===== config.mk =====
export PLATFORM = sky130hd
export DESIGN_NAME = ram_4096_master
export DESIGN_NICKNAME = d
export VERILOG_FILES = /design/src/rtl/ram_4096_master.sv
export SDC_FILE = /design/constraint.sdc
export NUM_CORES = 1
export LEC_CHECK = 0
export BUFFER_PORTS_ARGS = -buffer_cell sky130_fd_sc_hd__buf_2
export CAP_MARGIN = 20
export CORE_MARGIN = 1
export CORE_UTILIZATION = 30
export CTS_CLUSTER_SIZE = 10
export DETAILED_ROUTE_END_ITERATION = 10
export MAX_ROUTING_LAYER = met4
export PLACE_DENSITY_LB_ADDON = 0.05
export SYNTH_ARGS = -nofsm -noshare
export SYNTH_HDL_FRONTEND = slang
export SYNTH_SLANG_ARGS = --single-unit

===== constraint.sdc =====
create_clock -name clk -period 3.6 [get_ports clk]
set_input_delay 0.18 -clock clk [delete_from_list [all_inputs] [get_ports clk]]
set_output_delay 0.18 -clock clk [all_outputs]
set_load 0.03 [all_outputs]

===== src/rtl/ram_4096_master.sv =====
// ram_4096_master: burst command controller for the 4096x64 RAM with a credit-limited response FIFO.
// Optional statistics counters are enabled with `define RAM_MASTER_STATS_EN.
module ram_4096_master #(
  parameter int RAM_WIDTH = 64,
  parameter int ADDR_SIZE = 12,
  parameter int LEN_W = 8,
  parameter int RD_LAT = 1,
  parameter int RSP_DEPTH = 4
) (
  input  logic                 clk,
  input  logic                 rst,
  input  logic                 cmd_valid,
  output logic                 cmd_ready,
  input  logic                 cmd_write,
  input  logic [ADDR_SIZE-1:0] cmd_addr,
  input  logic [LEN_W-1:0]     cmd_len,
  input  logic                 wdat_valid,
  output logic                 wdat_ready,
  input  logic [RAM_WIDTH-1:0] wdat,
  output logic                 rsp_valid,
  input  logic                 rsp_ready,
  output logic [RAM_WIDTH-1:0] rsp_data,
  output logic                 rsp_last,
  output logic                 busy,
  output logic [RAM_WIDTH-1:0] ram_data_in,
  output logic [ADDR_SIZE-1:0] ram_rd_address,
  output logic [ADDR_SIZE-1:0] ram_wr_address,
  output logic                 ram_read,
  output logic                 ram_write,
`ifdef RAM_MASTER_STATS_EN
  output logic [31:0]          stat_wr_cnt,
  output logic [31:0]          stat_rd_cnt,
`endif
  input  logic [RAM_WIDTH-1:0] ram_data_out
);
  localparam int PW = $clog2(RSP_DEPTH);
  localparam int CW = $clog2(RSP_DEPTH + 1);
  typedef enum logic [1:0] {IDLE, WR, RD} state_t;
  state_t state;
  logic [ADDR_SIZE-1:0] addr;
  logic [LEN_W-1:0] cnt;
  logic rd_last;
  logic [RD_LAT-1:0] pipe_v, pipe_l;
  logic [RAM_WIDTH-1:0] fifo_d [RSP_DEPTH];
  logic fifo_l [RSP_DEPTH];
  logic [PW-1:0] wp, rp;
  logic [CW-1:0] count;
  logic [7:0] inflight;
  logic wr_hs, issue, push, pop;
  assign cmd_ready = state == IDLE && !rst;
  assign wdat_ready = state == WR;
  assign wr_hs = wdat_ready && wdat_valid;
  assign rsp_valid = count != '0;
  assign rsp_data = rsp_valid ? fifo_d[rp] : '0;
  assign rsp_last = rsp_valid && fifo_l[rp];
  assign push = pipe_v[RD_LAT-1];
  assign pop = rsp_valid && rsp_ready;
  assign busy = state != IDLE || inflight != '0 || rsp_valid;
  // ram_read counts as in flight until it enters the latency pipe
  always_comb begin
    inflight = 8'(ram_read);
    for (int i = 0; i < RD_LAT; i++) inflight = inflight + 8'(pipe_v[i]);
  end
  assign issue = state == RD && (8'(count) + inflight < 8'(RSP_DEPTH));
  always_ff @(posedge clk) begin
    if (rst) begin
      state <= IDLE;
      addr <= '0;
      cnt <= '0;
      ram_data_in <= '0;
      ram_rd_address <= '0;
      ram_wr_address <= '0;
      ram_read <= 1'b0;
      ram_write <= 1'b0;
      rd_last <= 1'b0;
      pipe_v <= '0;
      pipe_l <= '0;
      wp <= '0;
      rp <= '0;
      count <= '0;
    end else begin
      ram_write <= wr_hs;
      ram_read <= issue;
      rd_last <= issue && cnt == '0;
      if (wr_hs) begin
        ram_wr_address <= addr;
        ram_data_in <= wdat;
      end
      if (issue) ram_rd_address <= addr;
      pipe_v <= (pipe_v << 1) | RD_LAT'(ram_read);
      pipe_l <= (pipe_l << 1) | RD_LAT'(ram_read && rd_last);
      if (state == IDLE && cmd_valid) begin
        addr <= cmd_addr;
        cnt <= cmd_len;
        state <= cmd_write ? WR : RD;
      end else if (wr_hs || issue) begin
        addr <= addr + 1'b1;
        cnt <= cnt - 1'b1;
        if (cnt == '0) state <= IDLE;
      end
      if (push) begin
        fifo_d[wp] <= ram_data_out;
        fifo_l[wp] <= pipe_l[RD_LAT-1];
        wp <= wp == PW'(RSP_DEPTH - 1) ? '0 : wp + 1'b1;
      end
      if (pop) rp <= rp == PW'(RSP_DEPTH - 1) ? '0 : rp + 1'b1;
      count <= count + CW'(push) - CW'(pop);
    end
  end
`ifdef RAM_MASTER_STATS_EN
  always_ff @(posedge clk) begin
    if (rst) begin
      stat_wr_cnt <= '0;
      stat_rd_cnt <= '0;
    end else begin
      stat_wr_cnt <= stat_wr_cnt + 32'(ram_write);
      stat_rd_cnt <= stat_rd_cnt + 32'(pop);
    end
  end
`endif
endmodule


Word level (Yosys, flattened, before mapping)
Memory sizes are Yosys's and may differ from the RTL's. A register that Yosys moved wholly into a read port is not among the register bits.
Index checks and enable logic that the tools add are counted.
- register bits: 122
- memory bits (writable): 260
- input port bits: 154
- logic and storage cells: 67
- memories: 2
- memory list (memory ; words ; width ; read ports ; clocked after Yosys merged registers in ; write ports ; RTL line ; RTL):
    fifo_d ; 4 ; 64 ; 1 ; 1 ; 1 ; 44 ; logic [RAM_WIDTH-1:0] fifo_d [RSP_DEPTH];
    fifo_l ; 4 ; 1 ; 1 ; 1 ; 1 ; 45 ; logic fifo_l [RSP_DEPTH];
- $add $sub $neg: 8
- order comparisons: 1
- eq/ne operators: 4
- mux-type cells: 18
- reductions and logical operators: 20
- operators with widths (cell ; number):
    $mux 64 ; 1
    $mux 12 ; 2
    $mux 2 ; 10
    $mux 8 ; 2
    $add 12x1->12 const B ; 1
    $logic_and 1x1->1 ; 8
    $logic_not 8->1 ; 1
    $reduce_bool 8->1 ; 1
    $sub 8x1->8 const B ; 1
    $eq 2x2->1 const B ; 3
    $reduce_bool 2->1 ; 3
    $add 2x1->2 const B ; 2
    $add 3x2->4 ; 1
    $lt 4x3->1 const B ; 1
    $add 3x1->3 ; 1
    $logic_or 1x1->1 ; 3
    $mux 1 ; 3
    $reduce_bool 3->1 ; 1
    $sub 3x1->3 ; 1
    $add 1x1->2 ; 1
    $eq 2x1->1 const B ; 1
    $logic_not 2->1 ; 1
    $reduce_and 2->1 ; 1
    $logic_not 1->1 ; 1

Logic depth before layout (Yosys ltp)
- word-level depth: 7
- gate-level depth with buffers: 9

Worst setup path after synthesis
Ideal clock, no wire load.
- path kind: register to register
- from: register pipe_v
- to: memory fifo_d[0][0], enable pin
- arrival: 2.172 ns
- data required time: 3.170 ns
- path slack: 0.998 ns
- cell stages (with the launch flop): 4
- buffers on the path: 0
- period minus slack after synthesis: 2.602 ns
- cells stage by stage: dfxtp_1 -> inv_1 -> nor2_1 -> and2_1
- word-level cells in the longest chain between the ends: 3
- ends and longest elaborated chain (what ; RTL line ; RTL):
    from (decl) ; 43 ; logic [RD_LAT-1:0] pipe_v, pipe_l;
    from (signal assigned) ; 90 ; pipe_v <= (pipe_v << 1) | RD_LAT'(ram_read);
    $mux 1 ; 101 ; if (push) begin
    $mux 1 ; 66 ; if (rst) begin
    $mux 1 (implied by the code) ; 102 ; fifo_d[wp] <= ram_data_out;
    to (decl) ; 44 ;
Every way passes these cells.

Final worst setup path
- from: register count[1]
- to: output busy
- word-level cells in the longest chain between the ends: 2
- ends and longest elaborated chain (what ; RTL line ; RTL):
    from (decl) ; 47 ; logic [CW-1:0] count;
    from (signal assigned) ; 107 ; count <= count + CW'(push) - CW'(pop);
    $reduce_bool 3->1 ; 53 ; assign rsp_valid = count != '0;
    $logic_or 1x1->1 ; 58 ; assign busy = state != IDLE || inflight != '0 || rsp_valid;
    to (decl) ; 24 ; output logic busy,
Every way passes these cells.

==> metrics <==
status complete, no violations; cell taking the most area after synthesis edfxtp_1; Post-synth EDFFs 260; Die W about 220 um; Yosys reg bits 384; full die area roughly 0.05 mm2; post-CTS sizing 0; MaxCap Viol Count 0; Synth Warn # 0; number of vias per cell ~4.6; Met2 Wirelength 19100 um; Worst path max stage delay roughly 0.74 ns; top cell type's share of synthesized area a little over half; Worst setup SP type flip-flop; Routed WL around 40000 um; hold crit path type primary input to flip-flop; hold_buf cts between 100 and 150; num ports about 310; Worst Path Max Fanout 21; Post-synth ARST share 0%; Synth Flop Type edfxtp_1; WL/cell 18.3 um; IR drop worst, VDD between 300 and 400 uV; clock-pin slew on the worst setup and hold paths roughly 0.050 ns; largest family of logic cells by synthesized area simple AND/OR/NAND/NOR gates; first-pass GRT wire length 61600 um; Final Cell Area about 0.02 mm2; most frequent cells in the layout 311 x buf_2, 260 x edfxtp_1, 181 x nand2_1; Crit Path Class flip-flop to output port; total grt overflow 0; pin count of the biggest net entering global routing ~80; CTS Buffer Depth 3; IO buf count about 310; WP data required 3.42 ns; Worst-Margin Slew around 0.96 ns; CTS tree done; Layout Utilization about two fifths; commonest non-fill, non-tap cell in the layout buf_2; Met1 Wirelength 17700 um; area added between synthesis and finish 34.8%; Post-DP Area ~0.017 mm2; H-Tree Depth 2; simple-gate portion of the synthesized area between 10% and 20%; post-DP HPWL 24800 um; CP max stage cell or3_2; overall routing resource usage 16.5%; syn nets ~1200; Total Negative Setup Slacks 0 ns; drt pass-1 iters 4; Worst-Skew Late Latency about 0.56 ns; setup bufs post-CTS 0; CTS Buf Count 47; top sig layer met4; post-route minimum period ~2.8 ns; starting density of the core 30.7%; share of the synthesized area in compound gates (AO/OA/AOI/OAI) 5.68%; Post-Synth Adder-Cell Area 1.24%; CP Capture Type output port; Avg Inst Size Synth between 10 and 15 um2; drt initial violations approximately 440; fillers between 4000 and 5000; Die Height about 220 um; final hold vios 0; Leak about 7.3 nW; Placer Congestion around 0.74; fin crit share about three quarters; Sink Count about 380; Synth Cell Area 0.0148 mm2; DP Cell Count 1962; mux cell area share after synthesis 10.1%; XOR/XNOR Fraction of Synth Area less than 1%; max_slew headroom between 30% and 40%; top cells by area, synth edfxtp_1 53%, dfxtp_1 17%, mux4_2 9.9%; Root Buffer clkbuf_16; fmax around 0.36 GHz; Final setup viols 0; clock skew between 0.015 and 0.02 ns; Syn Inst Count about 1000; Yosys cell types 46; CP Cell Sequence or3_2 > or4b_2 > buf_2; vias in the first global route around 11000; post-route DRC violation count 0; unrepaired setup endpoints after global routing no; Routed met3 length 2520 um; register area share after synthesis a little over two thirds; antenna violations before repair 4; remaining antenna violation count 0; Final Non-Filler Cells between 2000 and 2500; max-slew violations 0; Layout Nets approximately 1700; PD cells around 600 mW/mm2; layout cells sized above 1 30.4%; vias between 9000 and 10000; Hold WS 0.0538 ns; core area 0.0481 mm2; crit path DAT 2.58 ns; Std-Cell Rows 80
## worst max-delay path: cells and delay by family (launching register included)
family | cells | cell delay (ns)
AND/OR/NAND/NOR | 2 | 1.46
buffers and inverters | 1 | 0.20
flip-flops | 1 | 0.34
## where the power goes
group	internal [mW]	switching [mW]	total, mW	leakage, nW
sequential	4.81	0.158	4.97	3.35
clock	2.54	1.72	4.26	0.665
combinational	1.13	1.92	3.05	3.33
total	8.48	3.80	12.3	7.34
## layer usage
metal,vias up,global-route usage (%)
met5,-,-
met4,0,4.66
met3,60,4.35
met2,282,26.5
met1,4894,20.6
li1,4735,-
## worst paths after layout
path | start | end | slack, ns | cells past startpoint
worst max register to register | count[1] | count[2] | 0.99 | 9
worst min-delay path | cmd_len[4] | cnt[4] | 0.05 | 4
worst min register to register | ram_data_in[61] | ram_data_in[61] | 0.45 | 2
worst max-delay path | count[1] | busy | 0.84 | 3
## state kept, by name, indices dropped and copies added, names as in the netlist, 2 cells and up, named ones only
register and flops:
ram_rd_address 12, addr 12, rp 2, wp 2, ram_wr_address 12, fifo_l 4
count 3, cnt 8, state 2, fifo_d 256, ram_data_in 64
## cell type report
cell class                      instances  area, um2  area share [%]
Antenna cell                            3       7.51          0.0377
Clock buffer                           63       1290            6.46
Clock inverter                          9       66.3           0.333
Inverter                               13       48.8           0.245
Multi-Input combinational cell        580       4190            21.0
Sequential cell                       384      10300            51.7
Tap cell                              656        821            4.12
Timing Repair Buffer                  475       3220            16.1
## cell families (layout without fill, tap and decap cells)
| group | count (synthesis) | after routing |
|---|---|---|
| DFF | 384 | 384 |
| and+or+nand+nor | 342 | 342 |
| AOI/OAI and AO/OA | 154 | 154 |
| buffers and inverters | 80 | 560 |
| muxes | 68 | 68 |
| adders and majority gates | 14 | 14 |
| xor gates and xnor gates | 2 | 2 |
| other | 0 | 3 |
## stage by stage
step	setup WS, ns	total power, mW
3_3_place_gp	1.00	8.07
6_report	0.844	12.3
2_1_floorplan	0.998	7.05
5_1_grt	0.701	12.9
4_1_cts	0.756	12.5
3_5_place_dp	0.976	8.07
## synth_stat cells, types with 2 or more instances
library cell and n:
nor2b_1 6, and3_1 5, nand2b_1 3, buf_2 21, mux4_2 65, mux2i_1 2, dfxtp_1 124, nor4_1 2
nand2_1 182, xnor2_1 2, ha_1 13, nor2_1 22, o21ai_0 23, edfxtp_1 260, a21oi_1 108, inv_1 13
a21o_1 2, nor3_1 6, a31oi_1 5, a22oi_1 3, nand3_1 20, and2_1 78, o2bb2ai_1 2, nor3b_1 3
buf_1 3, nand4_1 5, or3_1 4, a311oi_1 3, clkbuf_1 42
No activity file was read; power rests on OpenSTA's default activity.
